File: src/rtl/spi_master.sv
// spi_master: single-lane SPI initiator, mode 0 (CPOL=0, CPHA=0), MSB first.
// A request handshake latches the transfer parameters, the FSM walks the
// SPI clock through setup, data and hold phases, and the received bits are
// returned on a valid/ready response channel. Every pin and response output
// is a register, so there is no combinational path from miso to any output.
module spi_master #(
   parameter int MAX_LEN = 16,
   parameter int SS_W    = 8,
   parameter int DIV_W   = 8,
   parameter int LEN_W   = $clog2(MAX_LEN)
) (
   input  logic               clock,
   input  logic               rst_n,
   input  logic               req_valid,
   output logic               req_ready,
   input  logic [MAX_LEN-1:0] req_data,
   input  logic [LEN_W-1:0]   req_len,
   input  logic [SS_W-1:0]    req_ss,
   input  logic [DIV_W-1:0]   req_div,
   output logic               rsp_valid,
   input  logic               rsp_ready,
   output logic [MAX_LEN-1:0] rsp_data,
   output logic               sck,
   output logic [SS_W-1:0]    ss_n,
   output logic               mosi,
   input  logic               miso
);

   typedef enum logic [2:0] {
      IDLE,
      SETUP,
      XFER_HI,
      XFER_LO,
      HOLD,
      RSP
   } state_t;

   state_t             state_q, state_d;
   logic [DIV_W-1:0]   hc_q, hc_d;
   logic [LEN_W-1:0]   bc_q, bc_d;
   logic               lead_q, lead_d;
   logic [MAX_LEN-1:0] data_q, data_d;
   logic [LEN_W-1:0]   len_q, len_d;
   logic [SS_W-1:0]    ss_q, ss_d;
   logic [DIV_W-1:0]   div_q, div_d;
   logic [MAX_LEN-1:0] rx_q, rx_d;
   logic               sck_q, sck_d;
   logic [SS_W-1:0]    ss_n_q, ss_n_d;
   logic               mosi_q, mosi_d;
   logic               rsp_valid_q, rsp_valid_d;
   logic [MAX_LEN-1:0] rsp_data_q, rsp_data_d;
   logic               tick;
   logic [LEN_W-1:0]   bc_inc;

   assign req_ready = (state_q == IDLE);
   assign rsp_valid = rsp_valid_q;
   assign rsp_data  = rsp_data_q;
   assign sck       = sck_q;
   assign ss_n      = ss_n_q;
   assign mosi      = mosi_q;

   // Next-state and next-output logic. Pin values are computed one cycle
   // ahead so they change exactly on the edge where the phase changes.
   // SETUP spans two half-periods (lead_q) so the select is held for a full
   // sck period before the first rising edge.
   always_comb begin
      state_d     = state_q;
      hc_d        = '0;
      bc_d        = bc_q;
      lead_d      = lead_q;
      data_d      = data_q;
      len_d       = len_q;
      ss_d        = ss_q;
      div_d       = div_q;
      rx_d        = rx_q;
      sck_d       = sck_q;
      ss_n_d      = ss_n_q;
      mosi_d      = mosi_q;
      rsp_valid_d = rsp_valid_q;
      rsp_data_d  = rsp_data_q;
      tick        = (hc_q == div_q);
      bc_inc      = bc_q + LEN_W'(1);

      case (state_q)
         IDLE: begin
            if (req_valid) begin
               data_d  = req_data;
               len_d   = req_len;
               ss_d    = req_ss;
               div_d   = req_div;
               rx_d    = '0;
               bc_d    = '0;
               lead_d  = 1'b1;
               sck_d   = 1'b0;
               ss_n_d  = ~req_ss;
               mosi_d  = req_data[req_len];
               state_d = SETUP;
            end
         end
         SETUP: begin
            hc_d = tick ? '0 : hc_q + DIV_W'(1);
            if (tick) begin
               if (lead_q) begin
                  lead_d = 1'b0;
               end else begin
                  sck_d   = 1'b1;
                  rx_d    = {rx_q[MAX_LEN-2:0], miso};
                  state_d = XFER_HI;
               end
            end
         end
         XFER_HI: begin
            hc_d = tick ? '0 : hc_q + DIV_W'(1);
            if (tick) begin
               sck_d = 1'b0;
               if (bc_q < len_q) begin
                  bc_d    = bc_inc;
                  mosi_d  = data_q[len_q - bc_inc];
                  state_d = XFER_LO;
               end else begin
                  state_d = HOLD;
               end
            end
         end
         XFER_LO: begin
            hc_d = tick ? '0 : hc_q + DIV_W'(1);
            if (tick) begin
               sck_d   = 1'b1;
               rx_d    = {rx_q[MAX_LEN-2:0], miso};
               state_d = XFER_HI;
            end
         end
         HOLD: begin
            hc_d = tick ? '0 : hc_q + DIV_W'(1);
            if (tick) begin
               ss_n_d      = '1;
               mosi_d      = 1'b1;
               rsp_data_d  = rx_q;
               rsp_valid_d = 1'b1;
               state_d     = RSP;
            end
         end
         RSP: begin
            if (rsp_ready) begin
               rsp_valid_d = 1'b0;
               state_d     = IDLE;
            end
         end
         default: begin
            state_d = IDLE;
         end
      endcase
   end

   // State and output registers; a low rst_n abandons any transfer at once.
   always_ff @(posedge clock) begin
      if (!rst_n) begin
         state_q     <= IDLE;
         hc_q        <= '0;
         bc_q        <= '0;
         lead_q      <= 1'b0;
         data_q      <= '0;
         len_q       <= '0;
         ss_q        <= '0;
         div_q       <= '0;
         rx_q        <= '0;
         sck_q       <= 1'b0;
         ss_n_q      <= '1;
         mosi_q      <= 1'b1;
         rsp_valid_q <= 1'b0;
         rsp_data_q  <= '0;
      end else begin
         state_q     <= state_d;
         hc_q        <= hc_d;
         bc_q        <= bc_d;
         lead_q      <= lead_d;
         data_q      <= data_d;
         len_q       <= len_d;
         ss_q        <= ss_d;
         div_q       <= div_d;
         rx_q        <= rx_d;
         sck_q       <= sck_d;
         ss_n_q      <= ss_n_d;
         mosi_q      <= mosi_d;
         rsp_valid_q <= rsp_valid_d;
         rsp_data_q  <= rsp_data_d;
      end
   end

endmodule

File: config.mk
export PLATFORM = sky130hd
export DESIGN_NAME = spi_master
export DESIGN_NICKNAME = d
export VERILOG_FILES = /design/src/rtl/spi_master.sv
export SDC_FILE = /design/constraint.sdc
export NUM_CORES = 1
export LEC_CHECK = 0
export CORE_MARGIN = 3
export CORE_UTILIZATION = 40
export DETAILED_ROUTE_END_ITERATION = 7
export HOLD_SLACK_MARGIN = 0.06
export PLACE_DENSITY = 0.6
export SYNTH_ARGS = -nofsm -noshare
export SYNTH_HDL_FRONTEND = slang
export SYNTH_SLANG_ARGS = --single-unit
File: constraint.sdc
create_clock -name clock -period 2.55 [get_ports clock]
set_input_delay 0.6375 -clock clock [delete_from_list [all_inputs] [get_ports clock]]
set_output_delay 0.6375 -clock clock [all_outputs]
set_load 0.05 [all_outputs]
* Yosys cells after proc, flatten, opt, wreduce, memory -nomap -nowiden
Cells that the tools add are included.
** Cells by class
- $add $sub $neg :: 3
- Order comparisons :: 3
- Equal/unequal tests :: 14
- Muxes and demuxes :: 39
- Bitwise operators :: 3
- Reductions and logical operators :: 20
** Operators with widths (number)
- two-way mux 16 bit :: 4
- one-hot mux 16 bit (3 select lines) :: 1
- two-way mux 3 bit :: 8
- one-hot mux 3 bit (6 select lines) :: 1
- two-way mux 8 bit :: 2
- != test 2 bit (second input constant) :: 8
- one-hot mux 8 bit (2 select lines) :: 1
- two-way mux 1 bit :: 12
- two-way mux 4 bit :: 3
- < comparator 4 x 5 -> 1 bit (second input constant) :: 2
- AND reduction 5 bit :: 2
- AND reduction 3 bit :: 3
- adder 8 x 1 -> 8 bit (second input constant) :: 1
- binary-select mux 1 bit (select 4 bit) :: 2
- == test 8 bit :: 1
- inverter 8 bit :: 1
- one-hot mux 4 bit (2 select lines) :: 1
- nonzero test 2 bit :: 4
- AND reduction 7 bit :: 1
- == test 3 x 2 -> 1 bit (second input constant) :: 2
- == test 3 bit (second input constant) :: 2
- AND reduction 6 bit :: 1
- nonzero test 3 bit :: 2
- adder 4 x 1 -> 4 bit (second input constant) :: 1
- other kinds (13) :: 16
** Storage, ports and cells
- Register bits :: 87
- Input bits :: 41
- Output and inout bits :: 28
- Word-level logic and storage cells :: 95

* Depth between registers and ports, before layout
- Depth in word-level cells :: 7
- Gate-level depth with buffers :: 9
- Gate-level depth less buffers :: 9

* Worst setup path after synthesis
Ideal clock, no wire load.
- Kind :: reg-to-output
- From :: reg state_q[2]
- To :: out req_ready
- Arrival time :: 1.754 ns
- Required time :: 1.913 ns
- Slack :: 0.158 ns
- Cell stages (with the launch flop) :: 4
- Buffers on the path :: 2
- Cells stage by stage :: dfxtp_1 > clkbuf_1 > clkbuf_1 > nor3_1
** Between the ends
- Longest elaborated chain between the ends :: 1
** Ends and longest elaborated chain
- start: declaration :: line 38 : state_t state_q, state_d;
- start signal: assignment :: line 173 : state_q <= state_d;
- zero test 3 bit :: line 55 : assign req_ready = (state_q == IDLE);
- end: declaration :: line 15 : output logic req_ready,
Every way passes these cells.

* Worst setup path after layout
- From :: reg bc_q[0]
- To :: reg mosi_q, in the netlist mosi
** Between the ends
- Longest elaborated chain between the ends :: 7
- Elaborated cells on any way between the ends :: 10
- Classes of those cells :: 2 x add/sub; 1 x order compare; 1 x eq/ne; 5 x mux; 1 x reduce/logical
** Ends and longest elaborated chain
- start: declaration :: line 40 : logic [LEN_W-1:0] bc_q, bc_d;
- start signal: assignment :: line 160 : bc_q <= '0;
- start signal: assignment :: line 175 : bc_q <= bc_d;
- adder 4 x 1 -> 4 bit :: line 82 : bc_inc = bc_q + LEN_W'(1);
- subtractor 4 bit :: line 118 : mosi_d = data_q[len_q - bc_inc];
- binary-select mux 1 bit (select 4 bit) :: line 118
- two-way mux 1 bit (implied by the code) :: line 118
- two-way mux 1 bit :: line 116 : if (bc_q < len_q) begin
- two-way mux 1 bit :: line 114 : if (tick) begin
- one-hot mux 1 bit (3 select lines) :: line 84 : case (state_q)
- end signal: assignment :: line 184 : mosi_q <= mosi_d;
- end: declaration :: line 49 : logic mosi_q, mosi_d;
Several ways; a longest one is shown, not always the timed one. The select of a mux whose other input is x is not followed.
A chain may end at the register's enable or synchronous reset.

==> flow_metrics.py <==
metrics = {
    "sta": {
        "setup-tns-final_ns": 0,
        "period_share_pct": 94.4,
        "final_max_slew_viol_count": 0,
        "slew_headroom_pct": 60.8,
        "fmax_mhz": 415,
        "tightest_slew_ns": 0.588,
        "finalCriticalPeriod_ns": 2.41,
        "setup-violations-final": 0,
        "finalHoldViolCount": 0,
        "final.setup_skew_ns": 0.00979,
        "rsz0062_at_grt": "false",
        "final.setup.worst_slack_ns": 0.142,
    },
    "logic_synthesis": {
        "seq_area_frac_synth_pct": 43.6,
        "synth_seq_cells": 87,
        "synthArstFlopShare_pct": 0,
        "synth.most_common_cell": "dfxtp_1",
        "synth_fp_nets": 516,
        "synthTopCellsByCount": "dfxtp_1 (87), nand2_1 (81), a21oi_1 (53)",
        "syn_area_um2": 4000,
        "avgSynthCellArea_um2": 8.60,
        "yosysUniqueCellTypes": 45,
        "synth_top_cell_by_area": "dfxtp_1",
        "synthTopCellsByArea": "dfxtp_1 (44%), nand2_1 (7.6%), a21oi_1 (6.6%), mux4_2 (4.5%), mux2i_1 (4.3%)",
        "synth_edf_count": 0,
        "synth_top_area_share_pct": 43.6,
        "synthCells": 465,
        "synth_warnings": 0,
        "synth_flop_cell": "dfxtp_1",
    },
    "pwr": {
        "powerDensity_nw_per_um2": 866,
        "internal-power_mw": 2.67,
        "p_leak_nw": 1.99,
        "p_seq_share_pct": 37.8,
        "clkPwrFrac_pct": 22.4,
        "pwr-share-comb_pct": 39.8,
        "p_sw_mw": 1.72,
        "switching_share_pct": 39.3,
        "vdd_drop_max_mv": 0.403,
    },
    "min_path": {
        "hold_path_class": "flip-flop to flip-flop",
    },
    "status": {
        "status": "complete, no violations",
    },
    "place": {
        "dpl.hpwl_um": 6860,
        "dp_slack_ns": -0.0261,
        "port_buffers": 68,
        "place.gp.congestion": 0.782,
        "dp.cells": 650,
    },
    "clock_tree": {
        "tritoncts": "yes",
        "numCtsBuffers": 9,
        "clock_tree.buffer_depth": 2,
        "cts-htree-levels": 3,
        "cts_setup_buffers": 0,
        "clock_latency_ns": 0.35,
        "cts_sinks": 87,
        "cts-hold-fix-buffers": 0,
        "cts-root-buf": "clkbuf_8",
        "cts_resized": 0,
        "clk_pin_slew_ns": 0.09,
    },
    "layout": {
        "area_growth_pct": 26.8,
        "diodes": 0,
        "fin_cells": 666,
        "regArea_um2": 1740,
        "nets": 583,
        "fillCellCount": 953,
        "multiInputGateArea_um2": 2090,
        "drive_above_1_share_pct": 9.68,
    },
    "die": {
        "row_count": 35,
        "die_h_um": 106,
        "start_util_pct": 42.3,
        "die_x_um": 106,
        "core-area_um2": 9460,
        "die_area_um2": 11200,
        "io-pin-count": 69,
    },
    "critical_path": {
        "start_kind": "flip-flop",
        "crit_arrival_ns": 2.62,
        "path_buf_inv": 0,
        "path_cells": "ha_1 > fa_1 > mux4_2 > nand2_1 > a2bb2oi_1 > o21ai_0 > a32oi_1",
        "max_stage_delay_ns": 0.64,
        "worst_ep_required_time_ns": 2.77,
        "crit_type": "flip-flop to flip-flop",
        "crit_family": "adder cells",
        "critPathMaxFanout": 5,
        "critPathSlowestCell": "fa_1",
        "endpoint_kind": "flip-flop",
    },
    "detailed_routing": {
        "ant_nets": 0,
        "viasPerCell": 5.20,
        "first_pass_iters": 4,
        "drt_iter0_drc": 159,
        "drc": 0,
        "detail_route.wl_per_cell_um": 14.3,
        "vias": 3462,
        "finalWirelength_um": 9530,
    },
    "grt": {
        "grt_pass1_vias": 3326,
        "grt_max_degree": 44,
        "grt_antenna_before_repair": 0,
        "overflow": 0,
        "grt_usage_pct": 17.6,
        "grt_pass1_wl_um": 16200,
    },
    "job": {
        "maxCapViolations": 0,
    },
}
==> power groups by stage <==
stage / Combinational (mW) / Sequential [mW] / Clock [mW]
3_3_place_gp: 1.72 / 1.69 / 0
3_5_place_dp: 1.74 / 1.70 / 0
5_1_grt: 1.91 / 1.69 / 1.07
6_report: 1.75 / 1.66 / 0.984
2_1_floorplan: 1.11 / 1.77 / 0
4_1_cts: 1.75 / 1.66 / 1.02
==> logic make-up after synthesis <==
logic type / Yosys count / synth area share, %
buffers and inverters: 41 / 4.35
XOR/XNOR: 20 / 4.38
adder cells (fa/ha/maj): 10 / 3.32
flip-flops: 87 / 43.6
AND/OR/NAND/NOR: 174 / 19.7
multiplexers: 27 / 9.33
AO/OA/AOI/OAI: 106 / 15.4
==> routing by layer <==
| layer | global-route usage [%] | up-vias | part of all wire (%) |
|---|---|---|---|
| li1 | - | 1745 | - |
| met1 | 25.1 | 1619 | 49 |
| met2 | 27.1 | 87 | 45 |
| met3 | 3.10 | 11 | 4.9 |
| met4 | 5.64 | 0 | 1.3 |
| met5 | 0 | - | 0 |
==> cells in the final DEF (no fill, tap or decap), drive strengths merged, types with 2 or more instances in the layout <==
master / n
xnor2: 6
and2: 2
nor3: 5
nor2b: 3
nor4: 2
inv: 13
o21ai: 26
and3: 3
buf: 17
a31oi: 5
ha: 9
nand2b: 3
mux2i: 17
clkbuf: 10
nand2: 81
xor2: 14
nand3: 30
mux4: 8
nor2: 40
a2bb2oi: 2
a21oi: 53
nand4b: 3
a31o: 2
a22o: 8
o2111ai: 2
clkdlybuf4s50: 67
mux2: 2
dfxtp: 87
clkinv: 4
a211oi: 2
==> final timing paths <==
check / startpoint / end / slack, ns / depth (start not counted)
min reg2reg: data_q[8]$_SDFFE_PN0P_ / data_q[8]$_SDFFE_PN0P_ / 0.45 / 2
min: data_q[8]$_SDFFE_PN0P_ / data_q[8]$_SDFFE_PN0P_ / 0.45 / 2
max: bc_q[0]$_SDFFE_PN0P_ / mosi$_SDFFE_PN1P_ / 0.14 / 7
max reg2reg: bc_q[0]$_SDFFE_PN0P_ / mosi$_SDFFE_PN1P_ / 0.14 / 7
==> worst register-to-register path, stage by stage, from the launching register on <==
cell	delay (ns)
dfxtp_1	0.36
ha_1	0.36
fa_1	0.64
mux4_2	0.55
nand2_1	0.09
a2bb2oi_1	0.05
o21ai_0	0.15
a32oi_1	0.08
==> per-stage QoR <==
step / util, % / cell area, um2 / total power [mW] / hold WS [ns]
floorplan: - / 4000 / 2.88 / 0.433
detailed placement: 51.4 / 4860 / 3.43 / 0.447
finish: 53.6 / 5070 / 4.39 / 0.455
global placement: 51.4 / 4860 / 3.42 / 0.439
global route: 53.6 / 5070 / 4.67 / 0.476
CTS: 53.6 / 5070 / 4.43 / 0.459
==> area by class of cell <==
cell class	instances	area share [%]
Multi-Input combinational cell	337	41.2
Inverter	13	0.962
Timing Repair Buffer	84	16.2
Clock inverter	6	1.36
Sequential cell	87	34.4
Tap cell	129	3.18
Clock buffer	10	2.71
==> registers in the layout, summed over array words and instances (netlist names), 4 cells and up <==
name      cells
div_q         8
rsp_data     16
bc_q          4
len_q         4
ss_n          8
rx_q         16
hc_q          8
data_q       16
No activity file was read; power rests on OpenSTA's default activity.
